--- src/rtl/eth_pkg.sv ---
// Shared Ethernet framing constants, transmit FSM state type and the
// reference CRC-32 byte update used by both framer and receive checker.
package eth_pkg;

    localparam logic [7:0]  PREAMBLE_BYTE = 8'h55;
    localparam logic [7:0]  SFD_BYTE      = 8'hD5;
    localparam logic [31:0] CRC_POLY      = 32'hEDB88320;
    localparam logic [31:0] CRC_INIT      = 32'hFFFFFFFF;

    typedef enum logic [2:0] {
        IDLE,
        PREAMBLE,
        DATA,
        PAD,
        FCS,
        DROP,
        IFG
    } tx_state_t;

    // Reflected CRC-32 update, data bits consumed LSB first.
    function automatic logic [31:0] crc32_byte(input logic [31:0] crc, input logic [7:0] data);
        logic [31:0] c;
        c = crc;
        for (int i = 0; i < 8; i++) begin
            if (c[0] ^ data[i]) begin
                c = (c >> 1) ^ CRC_POLY;
            end else begin
                c = c >> 1;
            end
        end
        return c;
    endfunction

endpackage

--- src/rtl/eth_crc32_d8.sv ---
// Combinational next-CRC for one data byte (8 bits per step).
module eth_crc32_d8
    import eth_pkg::*;
(
    input  logic [31:0] crc,
    input  logic [7:0]  data,
    output logic [31:0] crc_next
);

    // Pure function of the current CRC and the incoming byte.
    assign crc_next = crc32_byte(crc, data);

endmodule

--- src/rtl/gmii_tx_framer.sv ---
// GMII transmit framer: preamble/SFD, payload, zero padding, CRC-32 FCS
// and inter-frame gap. All GMII activity advances on the byte strobe.
//
// Handshake: a byte on tx_tdata is transferred on a clk edge where
// tx_tvalid & tx_tready are both high. tx_tready is combinational and is
// only asserted in DATA/DROP on a byte-strobe cycle; tx_tvalid must be held
// with stable data until accepted. Dropping tx_tvalid inside DATA on a
// strobe cycle is an underrun.
module gmii_tx_framer
    import eth_pkg::*;
#(
    parameter int MIN_PAYLOAD_LENGTH = 46,
    parameter int MAX_PAYLOAD_LENGTH = 1500,
    parameter int HEADER_BYTES       = 14,
    parameter int IFG_BYTES          = 12
)
(
    input  logic       clk,
    input  logic       reset,
    input  logic       tx_clk_enable,
    input  logic [7:0] tx_tdata,
    input  logic       tx_tvalid,
    output logic       tx_tready,
    input  logic       tx_tuser,
    input  logic       tx_tlast,
    output logic [7:0] gmii_txd,
    output logic       gmii_txen,
    output logic       gmii_txer,
    output logic       frame_done,
    output logic       frame_error,
    output tx_state_t  fsm_state
);

    localparam logic [10:0] MINB     = 11'(HEADER_BYTES + MIN_PAYLOAD_LENGTH);
    localparam logic [10:0] MAXB     = 11'(HEADER_BYTES + MAX_PAYLOAD_LENGTH);
    localparam logic [7:0]  IFG_LAST = 8'(IFG_BYTES - 1);

    tx_state_t   state;
    logic [2:0]  pre_cnt;
    logic [10:0] byte_cnt;
    logic [1:0]  fcs_cnt;
    logic [7:0]  ifg_cnt;
    logic [31:0] crc;
    logic [31:0] crc_next;
    logic [7:0]  crc_data;
    logic [31:0] fcs_word;
    logic [7:0]  fcs_byte;
    logic [10:0] byte_cnt_inc;

    // Pad bytes are zeros; every other CRC byte is the accepted payload byte.
    assign crc_data     = (state == PAD) ? 8'h00 : tx_tdata;
    assign byte_cnt_inc = byte_cnt + 11'd1;
    assign fcs_word     = ~crc;
    assign fsm_state    = state;
    assign tx_tready    = ((state == DATA) || (state == DROP)) && tx_clk_enable;

    eth_crc32_d8 u_crc (
        .crc      (crc),
        .data     (crc_data),
        .crc_next (crc_next)
    );

    // Select the FCS byte being sent, least-significant byte first.
    always_comb begin
        fcs_byte = fcs_word[7:0];
        case (fcs_cnt)
            2'd0: fcs_byte = fcs_word[7:0];
            2'd1: fcs_byte = fcs_word[15:8];
            2'd2: fcs_byte = fcs_word[23:16];
            2'd3: fcs_byte = fcs_word[31:24];
            default: fcs_byte = fcs_word[7:0];
        endcase
    end

    // Framer FSM with registered GMII outputs and one-clk status pulses.
    always_ff @(posedge clk or posedge reset) begin
        if (reset) begin
            state       <= IDLE;
            pre_cnt     <= 3'd0;
            byte_cnt    <= 11'd0;
            fcs_cnt     <= 2'd0;
            ifg_cnt     <= 8'd0;
            crc         <= CRC_INIT;
            gmii_txd    <= 8'h00;
            gmii_txen   <= 1'b0;
            gmii_txer   <= 1'b0;
            frame_done  <= 1'b0;
            frame_error <= 1'b0;
        end else begin
            frame_done  <= 1'b0;
            frame_error <= 1'b0;
            if (tx_clk_enable) begin
                case (state)
                    IDLE: begin
                        gmii_txer <= 1'b0;
                        if (tx_tvalid) begin
                            gmii_txd  <= PREAMBLE_BYTE;
                            gmii_txen <= 1'b1;
                            pre_cnt   <= 3'd1;
                            state     <= PREAMBLE;
                        end else begin
                            gmii_txd  <= 8'h00;
                            gmii_txen <= 1'b0;
                        end
                    end
                    PREAMBLE: begin
                        gmii_txen <= 1'b1;
                        gmii_txer <= 1'b0;
                        if (pre_cnt == 3'd7) begin
                            gmii_txd <= SFD_BYTE;
                            crc      <= CRC_INIT;
                            byte_cnt <= 11'd0;
                            state    <= DATA;
                        end else begin
                            gmii_txd <= PREAMBLE_BYTE;
                            pre_cnt  <= pre_cnt + 3'd1;
                        end
                    end
                    DATA: begin
                        if (tx_tvalid) begin
                            gmii_txd <= tx_tdata;
                            crc      <= crc_next;
                            byte_cnt <= byte_cnt_inc;
                            if (tx_tlast) begin
                                gmii_txer <= tx_tuser;
                                fcs_cnt   <= 2'd0;
                                state     <= (byte_cnt_inc < MINB) ? PAD : FCS;
                            end else if (byte_cnt_inc == MAXB) begin
                                gmii_txer   <= 1'b1;
                                frame_error <= 1'b1;
                                state       <= DROP;
                            end else begin
                                gmii_txer <= tx_tuser;
                            end
                        end else begin
                            gmii_txd    <= 8'h00;
                            gmii_txer   <= 1'b1;
                            frame_error <= 1'b1;
                            state       <= DROP;
                        end
                    end
                    PAD: begin
                        gmii_txd  <= 8'h00;
                        gmii_txer <= 1'b0;
                        crc       <= crc_next;
                        byte_cnt  <= byte_cnt_inc;
                        fcs_cnt   <= 2'd0;
                        if (byte_cnt_inc >= MINB) begin
                            state <= FCS;
                        end
                    end
                    FCS: begin
                        gmii_txd  <= fcs_byte;
                        gmii_txer <= 1'b0;
                        fcs_cnt   <= fcs_cnt + 2'd1;
                        if (fcs_cnt == 2'd3) begin
                            frame_done <= 1'b1;
                            ifg_cnt    <= 8'd0;
                            state      <= IFG;
                        end
                    end
                    DROP: begin
                        gmii_txd  <= 8'h00;
                        gmii_txen <= 1'b1;
                        gmii_txer <= 1'b1;
                        if (tx_tvalid && tx_tlast) begin
                            ifg_cnt <= 8'd0;
                            state   <= IFG;
                        end
                    end
                    IFG: begin
                        gmii_txd  <= 8'h00;
                        gmii_txen <= 1'b0;
                        gmii_txer <= 1'b0;
                        if (ifg_cnt == IFG_LAST) begin
                            state <= IDLE;
                        end else begin
                            ifg_cnt <= ifg_cnt + 8'd1;
                        end
                    end
                    default: begin
                        state <= IDLE;
                    end
                endcase
            end
        end
    end

endmodule

--- config.mk ---
export PLATFORM = sky130hd
export DESIGN_NAME = gmii_tx_framer
export DESIGN_NICKNAME = d
export VERILOG_FILES = /design/src/rtl/eth_pkg.sv /design/src/rtl/eth_crc32_d8.sv /design/src/rtl/gmii_tx_framer.sv
export SDC_FILE = /design/constraint.sdc
export NUM_CORES = 1
export LEC_CHECK = 0
export CORE_UTILIZATION = 40
export CTS_CLUSTER_DIAMETER = 200
export CTS_CLUSTER_SIZE = 30
export DETAILED_ROUTE_END_ITERATION = 16
export DONT_BUFFER_PORTS = 1
export GPL_TIMING_DRIVEN = 0
export PLACE_DENSITY_LB_ADDON = 0.08
export REMOVE_ABC_BUFFERS = 1
export SYNTH_ARGS = -nofsm -noshare
export SYNTH_HDL_FRONTEND = slang
export SYNTH_SLANG_ARGS = --single-unit
--- constraint.sdc ---
create_clock -name clk -period 2.5 [get_ports clk]
set_clock_uncertainty 0.2 [all_clocks]
set_input_delay 0.5 -clock clk [delete_from_list [all_inputs] [get_ports clk]]
set_output_delay 0.5 -clock clk [all_outputs]
set_load 0.02 [all_outputs]
==> metrics.md, run 1 <==
| Metric | Value |
|---|---|
| Post-Synth Simple-Gate Area | 18.17% |
| Fin Setup TNS | 0 ns |
| Largest area contributor in the netlist | dfrtp_1 |
| Reg2reg path depth | 7 |
| Global-route wire length before repair | 21.38 mm |
| Complex-gate fraction of the synthesized area | 19.04% |
| Final Critical Period | 2.461 ns |
| ANT cells | 0 |
| Core Footprint | 11,470 um^2 |
| Synth area leaders | dfrtp_1 21%, dfstp_2 18%, xnor2_1 8.9% |
| Switch share | 41.60% |
| Slew Limit Headroom | 51.75% |
| Vias in the first global route | 3,846 |
| R2r endpoint | crc[17] |
| Design area | 5738 um^2 |
| CP cell instances | nand2b_1, or2_2, a21oi_2 |
| Int Pwr | 5213 uW |
| Area after DPL | 4896 um^2 |
| CTS H-tree lvls | 3 |
| Drt first pass iters | 5 |
| Leakage Power | 0.002333 uW |
| I/O Pins | 30 |
| Cell Area, Synth | 4746 um^2 |
| Final setup violation count | 0 |
| CP Class | register to output port |
| Worst skew pair latency | 0.34 ns |
| Avg Synthesized Cell Area | 8.921 um^2 |
| CTS buffer count | 9 |
| Post-synth top area share | 20.56% |
| Post-DP HPWL | 8.898 mm |
| Seq/Total Area, Yosys | 38.28% |
| Port Buffer Count | 0 |
| Number of distinct library cells after synthesis | 61 |
| Post-synthesis mux area share | 0.4746% |
| Commonest cells after routing, fill and taps aside | 55 x nand2_1, 54 x nor2_1, 43 x xnor2_1, 36 x o21ai_0, 36 x dfrtp_1 |
| Fin util | 50.04% |
| DR DRC count | 0 |
| Synth Flop Type | dfrtp_1 |
| Outcome | finished, final reports clean |
| CP required | 1.80 ns |
| Seq cells post-synth | 71 |
| Gr usage total | 22.47% |
| Via count | 3,866 |
| Multi-input logic area | 2947 um^2 |
| Critical Path End Type | output port |
| Area grow syn2layout | 20.91% |
| Share of cells above drive strength 1 | 24.19% |
| Final nets | 573 |
| Wl on met1 | 6.324 mm |
| Die outline height | 110.9 um |
| Post-Synth Adder-Cell Area | 2.636% |
| Tcrit/Tclk final | 98.43% |
| FF-to-FF setup slack | 0.08 ns |
| Vias per Instance | 5.547 |
| Largest net degree at the start of global routing | 61 |
| Crit path depth | 3 |
| Setup crit end | tx_tready |
| NetSw | 3713 uW |
| Sink Count | 71 |
| Clock Power Share | 16.4% |
| Inst Count DP | 645 |
| Worst-path fanout max | 12 |
| XOR/XNOR Fraction of Synth Area | 16.82% |
| Initial antenna violation count | 0 |
| Post-DR wirelength/cell | 19.04 um |
| Worst r2r src | fsm_state[2] |
| Main combinational cell family by area after synthesis | compound AO/OA/AOI/OAI gates |
| Longest Clk Path Bufs | 2 |
| Crit path DAT | 1.76 ns |
| Final GP Congestion | 0.7860 |
| DR iter-0 viols | 269 |
| Fillers | 1,060 |
| Initial core utilization | 41.39% |
| Clk root buf | clkbuf_16 |
| Critical Path Start Type | register |
| Worst-Margin Slew | 0.7146 ns |
| # rows | 39 |
| Total routed wirelength | 13.27 mm |
| Sequential Area | 1828 um^2 |
| Worst vdd ir | 0.6598 mV |
| WP buf/inv | 0 |
| Maxcap violations | 0 |
| CP startpoint | fsm_state[1] |
| Synthesis Warnings | 0 |
| Chip Width | 110.9 um |
| Final Hold Vio Count | 0 |
| WL met3 | 575 um |
| Grt ovf | 0 |
| Metal2 WL | 6.186 mm |
| RSZ-0062 raised after global routing | yes |
| Synth Instances | 532 |
| Fin. max-slew vios | 0 |
| Number of routed nets with antenna violations | 0 |
| Hold_sp | tx_tvalid |
| Slowest-stage cell, CP | dfrtp_4 |
| Ys async rst share | 100.0% |
| Commonest non-fill, non-tap cell in the layout | nand2_1 |
| Post-synth EDFFs | 0 |
| FMAX | 406.4 MHz |
| Worst hold path type | input port to register |
| CTS tree | yes |
| Pwr dens | 1556 nW/um^2 |
| CP peak stage delay | 0.58 ns |
| Area of the die | 12,300 um^2 |
| Finished Layout Cells | 697 |
| Top sig layer | met4 |
| Comb pwr share | 58.7% |
| CTS clk-pin slew, worst paths | 0.06 ns |
| CP delay by family, top | flip-flops |
| Seq pwr share | 24.9% |
## sequential cells by signal, summed over array words and instances (netlist names)
| name | cells |
|---|---|
| crc | 32 |
| frame_error | 1 |
| pre_cnt | 3 |
| frame_done | 1 |
| gmii_txd | 8 |
| gmii_txer | 1 |
| gmii_txen | 1 |
| fsm_state | 3 |
| fcs_cnt | 2 |
| ifg_cnt | 8 |
| byte_cnt | 11 |
## Yosys cell counts, drive strengths merged, types with 2 or more instances
cell,count
a211oi,3
a21oi,28
a22oi,2
a31oi,25
a32o,2
and3,4
buf,9
clkbuf,26
dfrtp,39
dfstp,32
ha,10
inv,14
mux2,2
nand2,56
nand2b,15
nand3,11
nand3b,3
nand4,5
nand4b,2
nor2,57
nor2b,13
nor3,3
nor3b,2
o21ai,37
o22a,8
o22ai,11
o311a,4
o311ai,4
o31ai,5
or2,3
or3b,2
xnor2,52
xnor3,3
xor2,23
## how the worst min path moves through the flow
stage	slack (ns)	end	depth (start not counted)
after floorplan	0.25	ifg_cnt[7]	1
after global placement	0.28	ifg_cnt[7]	1
after detailed placement	0.10	byte_cnt[7]	1
after CTS	0.04	gmii_txer	1
after global routing	0.04	frame_error	1
final	0.04	frame_error	1
## power by group through the flow
| stage | clock (uW) | sequential (uW) | combinational [uW] |
|---|---|---|---|
| 2_1_floorplan | 0 | 2110 | 3310 |
| 4_1_cts | 1500 | 2220 | 4730 |
| 3_3_place_gp | 0 | 2240 | 4080 |
| 3_5_place_dp | 0 | 2250 | 4230 |
| 6_report | 1470 | 2220 | 5240 |
| 5_1_grt | 1540 | 2290 | 5690 |
## per-stage QoR
stage	power [uW]	hold WS [ns]	setup WS (ns)
floorplan	5421	0.2459	-2.789
global placement	6323	0.2831	-6.417
detailed placement	6480	0.1047	-0.8945
CTS	8442	0.04428	0.001064
global route	9514	0.04031	-0.03183
finish	8926	0.04458	0.03933
## logic make-up (layout without fill, tap and decap cells)
group           Yosys count  in the layout
compound gates          139            139
xor+xnor                 79             79
fa+ha+maj                10             10
buf+inv                  50             72
flops                    71             71
mux                       2              2
simple gates            181            181
## per-layer routing
| layer | track usage [%] | up-vias |
|---|---|---|
| met5 | 0 | - |
| met4 | 8.178 | 0 |
| met3 | 3.499 | 13 |
| met2 | 34.87 | 68 |
| met1 | 31.68 | 1903 |
| li1 | - | 1882 |
## final cells by class
| type | instances | area share, % |
|---|---|---|
| inverter | 15 | 1.090 |
| timing repair buffer | 41 | 6.629 |
| multi-input combinational | 411 | 51.35 |
| clock inverter | 5 | 1.352 |
| clock buffer | 11 | 4.601 |
| sequential | 71 | 31.86 |
| tap | 143 | 3.118 |
## repair_timing
item | CTS | global route
setup endpoints to repair | 61 | 37
hold buffers | 1 | 0
gates resized for setup | 27 | 17
setup buffers | 14 | 21
endpoints found under the hold margin | 11 | 0
pin swaps | 5 | 10
Note: power is estimated with default switching activity, not from simulation.
==> run 2: changes to the inputs <==
Settings changed: ABC_CLOCK_PERIOD_IN_PS set to 2500, CELL_PAD_IN_SITES_DETAIL_PLACEMENT set to 0, CELL_PAD_IN_SITES_GLOBAL_PLACEMENT set to 1, CTS_CLUSTER_SIZE 30 to 8.
==> metrics.md, run 2 (synthesized netlist as in run 1, its figures left out) <==
| Metric | Value |
|---|---|
| Worst-path fanout max | 8 |
| I/O Pins | 30 |
| Worst hold path type | input port to register |
| Fin util | 49.94% |
| ANT cells | 0 |
| Total routed wirelength | 13.59 mm |
| Core Footprint | 11,470 um^2 |
| DR iter-0 viols | 252 |
| Final Critical Period | 2.494 ns |
| DR DRC count | 0 |
| CTS clk-pin slew, worst paths | 0.06 ns |
| Post-DP HPWL | 8.734 mm |
| CTS buffer count | 9 |
| Slowest-stage cell, CP | dfrtp_4 |
| FMAX | 401.0 MHz |
| RSZ-0062 raised after global routing | yes |
| Area of the die | 12,300 um^2 |
| Chip Width | 110.9 um |
| Initial antenna violation count | 0 |
| Largest net degree at the start of global routing | 64 |
| Biggest register | crc |
| Crit path DAT | 2.57 ns |
| CTS tree | yes |
| Gr usage total | 22.91% |
| Clk root buf | clkbuf_16 |
| Final Hold Vio Count | 0 |
| Final nets | 566 |
| Final setup violation count | 0 |
| Worst skew pair latency | 0.35 ns |
| CP Class | register to register |
| WP buf/inv | 2 |
| Maxcap violations | 0 |
| Pwr dens | 1538 nW/um^2 |
| Most frequent CP cell | buf_12 |
| # rows | 39 |
| Initial core utilization | 41.39% |
| Leakage Power | 0.002312 uW |
| Vias in the first global route | 3,711 |
| Critical Path Start Type | register |
| Commonest cells after routing, fill and taps aside | 54 x nand2_1, 54 x nor2_1, 44 x xnor2_1, 36 x o21ai_0, 36 x dfrtp_1 |
| Slew Limit Headroom | 56.80% |
| Die outline height | 110.9 um |
| Worst vdd ir | 0.7166 mV |
| Post-DR wirelength/cell | 19.70 um |
| Area grow syn2layout | 20.67% |
| WHS | 0.04880 ns |
| Longest Clk Path Bufs | 2 |
| Critical Path End Type | register |
| Final GP Congestion | 0.7752 |
| Port Buffer Count | 0 |
| CP delay by family, top | XOR/XNOR gates |
| Fin. max-slew vios | 0 |
| Outcome | finished, final reports clean |
| Global-route wire length before repair | 21.53 mm |
| Vias per Instance | 5.639 |
| CP cell instances | and3b_2, buf_12, o211ai_4, buf_12, xnor2_2, xor3_1, a31oi_1 |
| Drt first pass iters | 4 |
| Via count | 3,891 |
| Sink Count | 71 |
| Share of cells above drive strength 1 | 23.77% |
| Worst-Margin Slew | 0.6479 ns |
| CP peak stage delay | 0.57 ns |
| Number of routed nets with antenna violations | 0 |
| Grt ovf | 0 |
| Total power | 8806 uW |
| Max FFs per register | 32 |
| Largest regs | crc (32), byte_cnt (11) |
| Tcrit/Tclk final | 99.74% |
| CTS H-tree lvls | 3 |
| CP required | 2.57 ns |
==> run 2: cell count changes in the layout (fill, tap and decap cells not counted), moves of 2 or more <==
cell / change
buf_4: -12
buf_12: +4
buf_6: +3
buf_8: -2
xnor3_1: -2
xnor3_2: +2
==> run 2: layer usage <==
metal	GRT usage, %	routed length (um)
met4	8.444	214
met3	4.429	706
met2	33.91	6087
met5	0	0
met1	33.02	6584
==> run 2: worst register-to-register path, delay by kind of cell, from the launching register on <==
| kind | cells | cell delay, ns |
|---|---|---|
| compound gates | 2 | 0.25 |
| xor+xnor | 2 | 0.70 |
| buf+inv | 2 | 0.29 |
| flops | 1 | 0.57 |
| simple gates | 1 | 0.41 |
==> run 2: worst paths after layout <==
check                              from    endpoint  slack [ns]  cells after the start
setup / recovery           fsm_state[2]     crc[19]       0.006                      7
hold / removal                tx_tvalid   gmii_txer        0.05                      1
setup reg to reg           fsm_state[2]     crc[19]       0.006                      7
hold reg to reg              ifg_cnt[7]  ifg_cnt[7]        0.30                      1
max in group asynchronous         reset      crc[4]        1.16                      3
min in group asynchronous         reset  ifg_cnt[0]        0.33                      2
==> run 2: area by class of cell <==
class                           instances  area (um^2)
Clock inverter                          7        111.4
Sequential cell                        71         1828
Multi-Input combinational cell        411         2949
Fill cell                            1074         5741
Inverter                               15        62.56
Clock buffer                            9        225.2
Tap cell                              143        178.9
Timing Repair Buffer                   34        371.6
==> run 2: per-stage QoR <==
stage	std cells	worst slack, ns	setup TNS (ns)	cell area, um^2
after floorplan	497	-2.789	-75.83	4584
after global placement	640	-6.443	-236.25	4763
after detailed placement	643	-1.001	-39.63	4853
after CTS	677	-0.01092	-0.01092	5441
after global routing	690	-0.04145	-0.1548	5727
final	690	0.006377	0	5727
==> run 2: what timing repair did <==
| item | 4_1_cts | 5_1_grt |
|---|---|---|
| setup buffers | 17 | 12 |
| cloned | 0 | 1 |
| hold buffers | 1 | 0 |
| pin swaps | 8 | 7 |
| setup endpoints to repair | 65 | 38 |
| gates resized for setup | 27 | 26 |
| endpoints found under the hold margin | 8 | 0 |
==> run 2: report_power, final <==
part | internal, uW | switching, uW
Combinational | 2460 | 2630
Sequential | 1660 | 563
Clock | 967 | 519
Total | 5090 | 3720
==> run 3: changes to the inputs <==
Settings changed: PLACE_DENSITY set to 0.79, PLACE_DENSITY_LB_ADDON 0.08 to not set.
==> metrics.md, run 3 (synthesized netlist as in run 1, its figures left out) <==
| Metric | Value |
|---|---|
| Worst-Margin Slew | 0.8952 ns |
| Fin util | 47.55% |
| Critical Path Start Type | register |
| RSZ-0062 raised after global routing | yes |
| Global-route wire length before repair | 20.61 mm |
| CP delay by family, top | compound AO/OA/AOI/OAI gates |
| Switch share | 43.21% |
| Total power | 8183 uW |
| Pwr dens | 1501 nW/um^2 |
| Die outline height | 110.9 um |
| Inst Count DP | 642 |
| Core Footprint | 11,470 um^2 |
| CP startpoint | fsm_state[1] |
| CP cell instances | and3b_2, o211ai_2, xnor2_4, xor2_2, xnor2_1, a31oi_1 |
| Design area | 5453 um^2 |
| Longest Clk Path Bufs | 2 |
| Chip Width | 110.9 um |
| Vias in the first global route | 3,797 |
| NetSw | 3536 uW |
| Final Critical Period | 2.475 ns |
| Worst r2r src | fsm_state[1] |
| Comb pwr share | 58.5% |
| CP peak stage delay | 0.57 ns |
| Share of cells above drive strength 1 | 21.77% |
| Clock Power Share | 14.8% |
| CTS buffer count | 9 |
| Final GP Congestion | 0.8081 |
| Number of routed nets with antenna violations | 0 |
| I/O Pins | 30 |
| # rows | 39 |
| Commonest cells after routing, fill and taps aside | 55 x nand2_1, 54 x nor2_1, 45 x xnor2_1, 36 x o21ai_0, 36 x dfrtp_1 |
| Area of the die | 12,300 um^2 |
| Worst-path fanout max | 8 |
| CTS H-tree lvls | 3 |
| Area after DPL | 4821 um^2 |
| DR DRC count | 0 |
| CP Class | register to register |
| Post-layout worst setup margin | 0.02494 ns |
| Final setup violation count | 0 |
| Slowest-stage cell, CP | dfrtp_4 |
| Worst vdd ir | 0.7593 mV |
| Int Pwr | 4647 uW |
| Maxcap violations | 0 |
| ANT cells | 0 |
| CTS clk-pin slew, worst paths | 0.06 ns |
| Commonest non-fill, non-tap cell in the layout | nand2_1 |
| WP buf/inv | 0 |
| Final Hold Vio Count | 0 |
| Post-DR wirelength/cell | 18.08 um |
| CTS tree | yes |
| Vias per Instance | 5.669 |
| Biggest register | crc |
| Leakage Power | 0.002216 uW |
| Fin. max-slew vios | 0 |
| Largest regs | crc (32), byte_cnt (11) |
| Worst hold path type | input port to asynchronous set/reset pin |
| Outcome | finished, final reports clean |
| Place WS | -1.302 ns |
| Initial antenna violation count | 0 |
| Gr usage total | 21.06% |
| Critical Path End Type | register |
| Crit path depth | 6 |
| Drt first pass iters | 6 |
| Grt ovf | 0 |
| CP required | 2.55 ns |
| Via count | 3,883 |
| DR iter-0 viols | 375 |
| Seq pwr share | 26.7% |
| Post-DP HPWL | 8.037 mm |
| Sink Count | 71 |
| Reg2reg path depth | 6 |
| Max FFs per register | 32 |
| Final nets | 561 |
| FMAX | 404.0 MHz |
| Crit path DAT | 2.53 ns |
| Clk root buf | clkbuf_16 |
| Slew Limit Headroom | 40.32% |
| Finished Layout Cells | 685 |
| Tcrit/Tclk final | 99.00% |
| Worst skew pair latency | 0.33 ns |
| Largest net degree at the start of global routing | 72 |
| Initial core utilization | 41.39% |
| Total routed wirelength | 12.38 mm |
| Port Buffer Count | 0 |
| Area grow syn2layout | 14.90% |
==> run 3: cell count changes in the layout (fill, tap and decap cells not counted), sizes merged <==
cell	delta
clkbuf	+6
dlygate4sd3	-1
clkinvlp	-1
bufinv	-3
clkinv	-2
buf	-4
==> run 3: worst paths after layout <==
kind                           endpoint  slack (ns)
setup / recovery                crc[25]        0.02
hold / removal               ifg_cnt[2]        0.02
setup reg to reg                crc[25]        0.02
hold reg to reg              ifg_cnt[7]        0.30
max in group asynchronous  fsm_state[2]        1.40
min in group clk              gmii_txer        0.07
==> run 3: stage by stage <==
stage	hold WS (ns)	setup TNS (ns)
after floorplan	0.2459	-75.83
after global placement	0.2776	-207.87
after detailed placement	0.2915	-48.83
after CTS	0.06229	0
after global routing	0.05989	-0.1521
final	0.01564	0
==> run 3: layer usage <==
metal | vias to the layer above | track usage [%] | wire [um]
met4 | 0 | 7.733 | 272
met3 | 24 | 4.975 | 728
met1 | 1882 | 28.94 | 5673
met5 | - | 0 | 0
li1 | 1865 | - | -
met2 | 112 | 32.17 | 5710
==> run 3: layout make-up <==
type | instances | area, um^2
Fill cell | 1043 | 6015
Multi-Input combinational cell | 411 | 2872
Sequential cell | 71 | 1828
Clock buffer | 15 | 267.8
Timing Repair Buffer | 29 | 239.0
Tap cell | 143 | 178.9
Inverter | 15 | 62.56
Clock inverter | 1 | 5.005
==> run 3: timing repair <==
action	4_1_cts	5_1_grt
gates resized for setup	25	14
endpoints found under the setup margin	63	28
hold buffers	0	0
setup buffers	16	11
pin swaps	5	7
==> run 3: power by group through the flow <==
stage               Combinational, uW  Clock, uW  Sequential, uW
global placement                 3980          0            2230
detailed placement               4100          0            2250
finish                           4790       1210            2190
global route                     5190       1270            2250
CTS                              4520       1220            2190
floorplan                        3310          0            2110
